`src/rtl/pc_pkg.sv`:
```
// Shared constants and types for the next-PC selector and PC register.
package pc_pkg;

    // Source select codes for the default four-source build.
    localparam int SEL_SEQ = 0;
    localparam int SEL_BR  = 1;
    localparam int SEL_JR  = 2;
    localparam int SEL_EXC = 3;

    localparam logic [31:0] RESET_PC_DEFAULT = 32'h0000_3000;
    localparam int          PC_INC_DEFAULT   = 4;

    // RUN: no redirect queued. PEND: one redirect held until the stall releases.
    typedef enum logic {
        ST_RUN  = 1'b0,
        ST_PEND = 1'b1
    } pc_state_e;

endpackage

```
`src/rtl/pc_src_sel.sv`:
```
// Combinational redirect-target selector over a flat source bus, with
// illegal-select detection and alignment force/check of the chosen target.
module pc_src_sel
    import pc_pkg::*;
#(
    parameter int WIDTH = 32,
    parameter int NSRC  = 4,
    parameter int ALIGN = 2,
    parameter int SELW  = $clog2(NSRC)
) (
    input  logic [SELW-1:0]             sel,
    input  logic [(NSRC-1)*WIDTH-1:0]   src_flat,
    output logic [WIDTH-1:0]            tgt,
    output logic                        illegal,
    output logic                        misaligned
);

    // Mask that clears the low ALIGN bits; also works for ALIGN = 0.
    localparam logic [WIDTH-1:0] ALIGN_MASK = {WIDTH{1'b1}} << ALIGN;

    logic [WIDTH-1:0] raw;
    logic             is_redirect;

    // Pick source k (1..NSRC-1); source 0 is the sequential path handled by the top.
    always_comb begin
        // NOTE: every output of a combinational block gets a default first, so
        // no path through the if/for leaves a value unassigned and infers a latch.
        raw         = '0;
        is_redirect = 1'b0;
        illegal     = (int'(sel) >= NSRC);
        for (int k = 1; k < NSRC; k++) begin
            if (int'(sel) == k) begin
                raw         = src_flat[(k-1)*WIDTH +: WIDTH];
                is_redirect = 1'b1;
            end
        end
        tgt        = raw & ALIGN_MASK;
        misaligned = is_redirect && (|(raw & ~ALIGN_MASK));
    end

endmodule

```
`src/rtl/pc_next_reg.sv`:
```
// Next-PC selector with built-in PC register: sequential PC+INC or an external
// redirect, held on stall, with one redirect queued across a stall.
module pc_next_reg
    import pc_pkg::*;
#(
    parameter int              WIDTH    = 32,
    parameter int              NSRC     = 4,
    parameter int              INC      = PC_INC_DEFAULT,
    parameter int              ALIGN    = 2,
    parameter logic [WIDTH-1:0] RESET_PC = WIDTH'(RESET_PC_DEFAULT),
    localparam int             SELW     = $clog2(NSRC)
) (
    input  logic                      clk,
    input  logic                      reset,
    input  logic                      stall,
    input  logic [SELW-1:0]           sel,
    input  logic [(NSRC-1)*WIDTH-1:0] src_flat,
    output logic [WIDTH-1:0]          pc,
    output logic [WIDTH-1:0]          pc_inc,
    output logic                      redirected,
    output logic                      pending,
    output logic                      err_sel,
    output logic                      err_misalign
);

    pc_state_e        state_q, state_d;
    logic [WIDTH-1:0] pc_q, pc_d;
    logic [WIDTH-1:0] pend_tgt_q, pend_tgt_d;
    logic             redir_q, redir_d;
    logic             err_sel_q, err_sel_d;
    logic             err_mis_q, err_mis_d;

    logic [WIDTH-1:0] tgt;
    logic             illegal;
    logic             misaligned;
    logic             take_redirect;

    pc_src_sel #(
        .WIDTH (WIDTH),
        .NSRC  (NSRC),
        .ALIGN (ALIGN),
        .SELW  (SELW)
    ) u_src_sel (
        .sel        (sel),
        .src_flat   (src_flat),
        .tgt        (tgt),
        .illegal    (illegal),
        .misaligned (misaligned)
    );

    // Sequential increment wraps naturally at the register width.
    assign pc_inc        = pc_q + WIDTH'(INC);
    assign take_redirect = (sel != '0) && !illegal;

    // Next-state and next-register values; illegal selects fall back to sequential.
    always_comb begin
        state_d    = state_q;
        pc_d       = pc_q;
        pend_tgt_d = pend_tgt_q;
        redir_d    = redir_q;
        err_sel_d  = err_sel_q | illegal;
        err_mis_d  = err_mis_q;
        unique case (state_q)
            ST_RUN: begin
                if (!stall) begin
                    if (take_redirect) begin
                        pc_d      = tgt;
                        redir_d   = 1'b1;
                        err_mis_d = err_mis_q | misaligned;
                    end else begin
                        pc_d    = pc_inc;
                        redir_d = 1'b0;
                    end
                end else if (take_redirect) begin
                    pend_tgt_d = tgt;
                    state_d    = ST_PEND;
                    err_mis_d  = err_mis_q | misaligned;
                end
            end
            ST_PEND: begin
                // First queued request wins; sel is ignored until it is applied.
                if (!stall) begin
                    pc_d    = pend_tgt_q;
                    redir_d = 1'b1;
                    state_d = ST_RUN;
                end
            end
            default: state_d = ST_RUN;
        endcase
    end

    // State register with synchronous reset; the queued target is cleared too.
    always_ff @(posedge clk) begin
        // NOTE: clocked state uses non-blocking (<=) so every register samples
        // the pre-edge values regardless of statement order.
        if (reset) begin
            // NOTE: pend_tgt is an ordinary register, not a memory, and is reset
            // explicitly so a stale target can never leak out after reset.
            state_q    <= ST_RUN;
            pc_q       <= RESET_PC;
            pend_tgt_q <= '0;
            redir_q    <= 1'b0;
            err_sel_q  <= 1'b0;
            err_mis_q  <= 1'b0;
        end else begin
            state_q    <= state_d;
            pc_q       <= pc_d;
            pend_tgt_q <= pend_tgt_d;
            redir_q    <= redir_d;
            err_sel_q  <= err_sel_d;
            err_mis_q  <= err_mis_d;
        end
    end

    assign pc           = pc_q;
    assign redirected   = redir_q;
    assign pending      = (state_q == ST_PEND);
    assign err_sel      = err_sel_q;
    assign err_misalign = err_mis_q;

endmodule

```
`config.mk`:
```
export PLATFORM = sky130hd
export DESIGN_NAME = pc_next_reg
export DESIGN_NICKNAME = d
export VERILOG_FILES = /design/src/rtl/pc_pkg.sv /design/src/rtl/pc_src_sel.sv /design/src/rtl/pc_next_reg.sv
export SDC_FILE = /design/constraint.sdc
export NUM_CORES = 1
export LEC_CHECK = 0
export CAP_MARGIN = 20
export CORE_MARGIN = 1.5
export CORE_UTILIZATION = 40
export DETAILED_ROUTE_END_ITERATION = 10
export MAX_ROUTING_LAYER = met4
export PLACE_DENSITY = 0.78
export SLEW_MARGIN = 10
export SYNTH_ARGS = -nofsm -noshare
export SYNTH_HDL_FRONTEND = slang
export SYNTH_HIERARCHICAL = 1
export SYNTH_SLANG_ARGS = --single-unit
```
`constraint.sdc`:
```
create_clock -name clk -period 2.6 [get_ports clk]
set_clock_uncertainty 0.2 [all_clocks]
set_input_delay 0.39 -clock clk [delete_from_list [all_inputs] [get_ports clk]]
set_output_delay 0.39 -clock clk [all_outputs]
set_load 0.02 [all_outputs]
```
; ---- Word level (Yosys, flattened, before mapping)
; Index checks and enable logic that the tools add are counted.
[op_classes]
add_sub_neg = 1
eq_ne = 5
mux = 17
n_bitwise = 2
n_reduce_logical = 6
[op_table]
columns = cell, n
row1 = 2-to-1 mux 32 bit, 6
row2 = one-hot mux 32 bit (2 select lines), 1
row3 = adder 32 x 3 -> 32 bit (second input constant), 1
row4 = 2-to-1 mux 1 bit, 8
row5 = == test 2 bit (second input constant), 2
row6 = != test 2 bit (second input constant), 2
row7 = one-hot mux 1 bit (2 select lines), 2
row8 = AND reduction 2 bit, 2
row9 = AND reduction 3 bit, 1
row10 = == test 2 x 1 -> 1 bit (second input constant), 1
row11 = nonzero test 2 bit, 1
row12 = OR reduction 2 bit, 1
row13 = logical AND 1 bit, 1
row14 = inverter 1 bit, 1
row15 = OR 1 bit, 1
[totals]
reg_bits = 65
in_bits = 101
out_inout_bits = 68
wordCells = 36

; ---- Logic depth before layout (Yosys ltp)
[depth]
depth_word = 7
mapped_depth = 8
mapped_depth_nobuf = 6

; ---- By module
; Netlist, hierarchy kept.
[modules_own_cells]
columns = mod, instances, cells_each, area_each_um2, seq_area_each_um2
row1 = pc_next_reg, 1, 543, 4045.1, 1361.3
row2 = pc_src_sel, 1, 81, 864.6, 0.0

; ---- Least setup slack after synthesis
; OpenSTA, ideal clock, no wires.
[synth_timing]
path_kind = reg2out
start = register pc_q[2] (netlist: pc[2])
end = output pc_inc[26]
t_arrival_ps = 2126
path_slack_ps = -116
path_stages_with_launch = 7
n_path_buf = 1
cell_sequence = dfxtp_1 ha_1 nand3_2 or4_1 buf_4 nor4_4 xor2_1
[synth_via]
elab_chain_len = 1
[synth_rtl]
columns = element, line_no
row1 = from (decl), pc_next_reg.sv:27  ; logic [WIDTH-1:0] pc_q, pc_d;
row2 = from (signal assigned), pc_next_reg.sv:107  ; pc_q <= pc_d;
row3 = adder 32 x 3 -> 32 bit, pc_next_reg.sv:52  ; assign pc_inc = pc_q + WIDTH'(INC);
row4 = to (decl), pc_next_reg.sv:19  ; output logic [WIDTH-1:0] pc_inc,
; No other way between the ends.

; ---- Worst setup path after layout
[layout_timing]
start = register pc_q[3] (netlist: pc[3])
end = output pc_inc[28]
; The elaborated chain is that of the path after synthesis.

==> results.json <==
{
  "netlist_area_um2": 4910,
  "synthSimpleGateAreaFrac": 0.252,
  "synthAdderAreaFrac": 0.00255,
  "syn_to_final_growth_pct": 59.0,
  "gp_congestion": 0.937,
  "worst_setup_path_start_kind": "register",
  "mostFrequentLayoutCell": "clkdlybuf4s50_1",
  "vias_per_cell": 5.55,
  "ant_nets": 0,
  "synthCells": 624,
  "die_h_um": 114,
  "core-area_um2": 12000,
  "path_clk_slew_ns": 0.06,
  "worstMarginPinSlew_ns": 0.516,
  "finish.utilization": 0.650,
  "p_leak_uw": 0.00328,
  "total_power_uw": 3450,
  "drc_errors": 0,
  "critPathKind": "register to primary output",
  "cpMostUsedCell": "buf_4",
  "drv_slew": 0,
  "num_io_pins": 169,
  "drtIter0Drc": 451,
  "hold_viol": 0,
  "final_cell_mix": "138 x clkdlybuf4s50_1, 107 x buf_4, 105 x nand2_1, 70 x a21oi_1, 56 x dfxtp_1",
  "fillers": 1003,
  "status": "finished, violations left",
  "wl_per_cell_um": 16.7,
  "cts.htree.levels": 3,
  "cp_slowest_cell": "dfxtp_2",
  "finalSetupViolCount": 4,
  "dpl.hpwl_um": 12500,
  "clock-sinks": 68,
  "cp_cell_sequence": "ha_4 -> nand3_4 -> buf_6 -> nor4_4 -> buf_4 -> nor4b_4 -> buf_4 -> xnor2_2 -> buf_4",
  "final_nets": 954,
  "clock_latency_ns": 0.34,
  "dieArea_um2": 12900,
  "holdCritPathClass": "register to register",
  "min_period_over_period": 1.03,
  "core.rowCount": 40,
  "overflow": 0,
  "diodes": 0,
  "async_reset_ff_frac": 0,
  "drive_above_1_share": 0.266,
  "required_ns": 2.01,
  "numCtsBuffers": 9,
  "crit_fanout": 3,
  "synthMuxAreaShare": 0.111,
  "timing.fmax_mhz": 373,
  "setup_ws_ns": -0.0845,
  "synth_ff_type": "dfxtp_1",
  "grt_max_degree": 41,
  "cts_tree": "built",
  "synth_compound_area_frac": 0.233,
  "synth_edf_count": 0,
  "yosysWarnings": 6,
  "vias": 5576,
  "grt_pass1_wl_um": 26300,
  "tns_ns": -0.161,
  "syn_area_per_cell_um2": 7.87,
  "clock-root-buffer": "clkbuf_16",
  "ir_drop_mv": 0.306,
  "drt-pass1-iter-count": 5,
  "die_x_um": 114,
  "rsz0062_at_grt": "yes",
  "gr-usage-all-layers": 0.264,
  "regArea_um2": 1380,
  "port_buffers": 168,
  "fin_crit_ns": 2.68,
  "start_util": 0.409,
  "synth_top_family_by_area": "simple AND/OR/NAND/NOR gates",
  "ys_seq_elements": 68,
  "clockBufferDepth": 2,
  "p_per_area_nw_per_um2": 442,
  "synthXorXnorAreaFrac": 0.0499,
  "ys_types": 58,
  "critPathArrivalTime_ns": 2.09,
  "yosysSeqAreaShare": 0.277,
  "totalWireLength_um": 16800,
  "grt_pass1_vias": 5269,
  "antenna_found_initial": 0,
  "setup.worst_path.end_class": "primary output",
  "violations": "negative setup slack",
  "ctsHoldBuffers": 0,
  "multi_input_area_um2": 3360,
  "cpPeakStageDelay_ns": 0.35,
  "maxCapViolCount": 0,
  "slew_headroom": 0.656
}
-- critical path, delay by kind of cell (launching register included) --
family,cells,cell delay [ns]
AND/OR/NAND/NOR,3,0.55
adder cells (fa/ha/maj),1,0.15
XOR/XNOR,1,0.10
flip-flops,1,0.35
buffers and inverters,4,0.62
-- stage by stage --
| step | hold slack, ns | instance area (µm²) | worst slack [ns] | cells |
|---|---|---|---|---|
| 3_3_place_gp | 0.238 | 7340 | -0.244 | 982 |
| 5_1_grt | 0.270 | 7800 | -0.159 | 1004 |
| 4_1_cts | 0.255 | 7740 | -0.160 | 1002 |
| 6_report | 0.254 | 7800 | -0.0845 | 1004 |
| 2_1_floorplan | 0.231 | 4960 | 0.0246 | 626 |
| 3_5_place_dp | 0.247 | 7340 | -0.272 | 982 |
-- flip-flops by register name, summed over array words and instances, names as in the netlist --
| register | cells |
|---|---|
| pc | 32 |
| err_misalign | 1 |
| pend_tgt_q | 32 |
| pending | 1 |
| err_sel | 1 |
| redirected | 1 |
-- synthesized netlist by cell type (all sizes together) (2+ instances only) --
| master | count | area share |
|---|---|---|
| a211oi | 4 | 0.0061 |
| a21o | 6 | 0.0092 |
| a21oi | 70 | 0.071 |
| a221o | 3 | 0.0061 |
| a221oi | 4 | 0.0071 |
| a22o | 30 | 0.054 |
| a22oi | 2 | 0.0031 |
| a2bb2oi | 3 | 0.0054 |
| a31oi | 5 | 0.0064 |
| a41oi | 2 | 0.0036 |
| and3 | 4 | 0.0051 |
| and4 | 4 | 0.0071 |
| buf | 22 | 0.034 |
| clkbuf | 37 | 0.028 |
| dfxtp | 68 | 0.28 |
| inv | 15 | 0.011 |
| mux2 | 30 | 0.090 |
| mux2i | 10 | 0.020 |
| nand2 | 106 | 0.081 |
| nand2b | 3 | 0.0038 |
| nand3 | 14 | 0.016 |
| nand3b | 2 | 0.0031 |
| nand4 | 7 | 0.012 |
| nor2 | 40 | 0.031 |
| nor2b | 5 | 0.0064 |
| nor3 | 18 | 0.023 |
| nor3b | 11 | 0.017 |
| nor4 | 13 | 0.032 |
| o21ai | 26 | 0.027 |
| o21bai | 6 | 0.0092 |
| o221ai | 6 | 0.011 |
| o22ai | 3 | 0.0038 |
| o32ai | 3 | 0.0054 |
| or2 | 3 | 0.0038 |
| or3 | 3 | 0.0048 |
| xnor2 | 15 | 0.027 |
| xor2 | 13 | 0.023 |
-- metal layers --
layer	wire, µm	track usage	vias up
met5	0	-	-
met4	331	0.0850	0
met3	1350	0.0499	26
met2	8140	0.440	265
met1	6980	0.323	2597
li1	-	-	2688
-- worst paths after layout --
| check | endpoint | cells past startpoint | slack, ns | start |
|---|---|---|---|---|
| worst max register to register | pc[26]$_SDFFE_PP0P_ | 8 | 0.31 | pc[3]$_SDFFE_PP0P_ |
| worst min register to register | pend_tgt_q[21]$_SDFFE_PP0P_ | 2 | 0.25 | pend_tgt_q[21]$_SDFFE_PP0P_ |
| worst max-delay path | pc_inc[28] | 9 | -0.08 | pc[3]$_SDFFE_PP0P_ |
| worst min-delay path | pend_tgt_q[21]$_SDFFE_PP0P_ | 2 | 0.25 | pend_tgt_q[21]$_SDFFE_PP0P_ |
-- where the power goes --
part	internal (µW)	switching (µW)
logic	499	455
registers	1100	44.9
clock network	866	486
-- logic make-up (layout without fill, tap and decap cells) --
logic type      count (synthesis)  in the layout
compound gates                176            176
xor+xnor                       28             28
fa+ha+maj                       1              1
buf+inv                        74            305
flops                          68             68
mux                            40             40
other cells                     1              3
simple gates                  236            236
-- repair_timing --
item | 4_1_cts | 5_1_grt
buffers inserted | 4 | 3
pin swaps | 10 | 9
setup endpoints to repair | 26 | 19
gates resized for setup | 126 | 23
-- cell type report --
class | count | share of cell area
flip-flops and latches | 68 | 0.177
well taps | 147 | 0.0236
clock inverters | 6 | 0.0112
multi-input cells | 484 | 0.431
clock buffers | 10 | 0.0306
repair buffers | 274 | 0.320
inverters | 15 | 0.00721
Power figures use the tool's default switching activity.
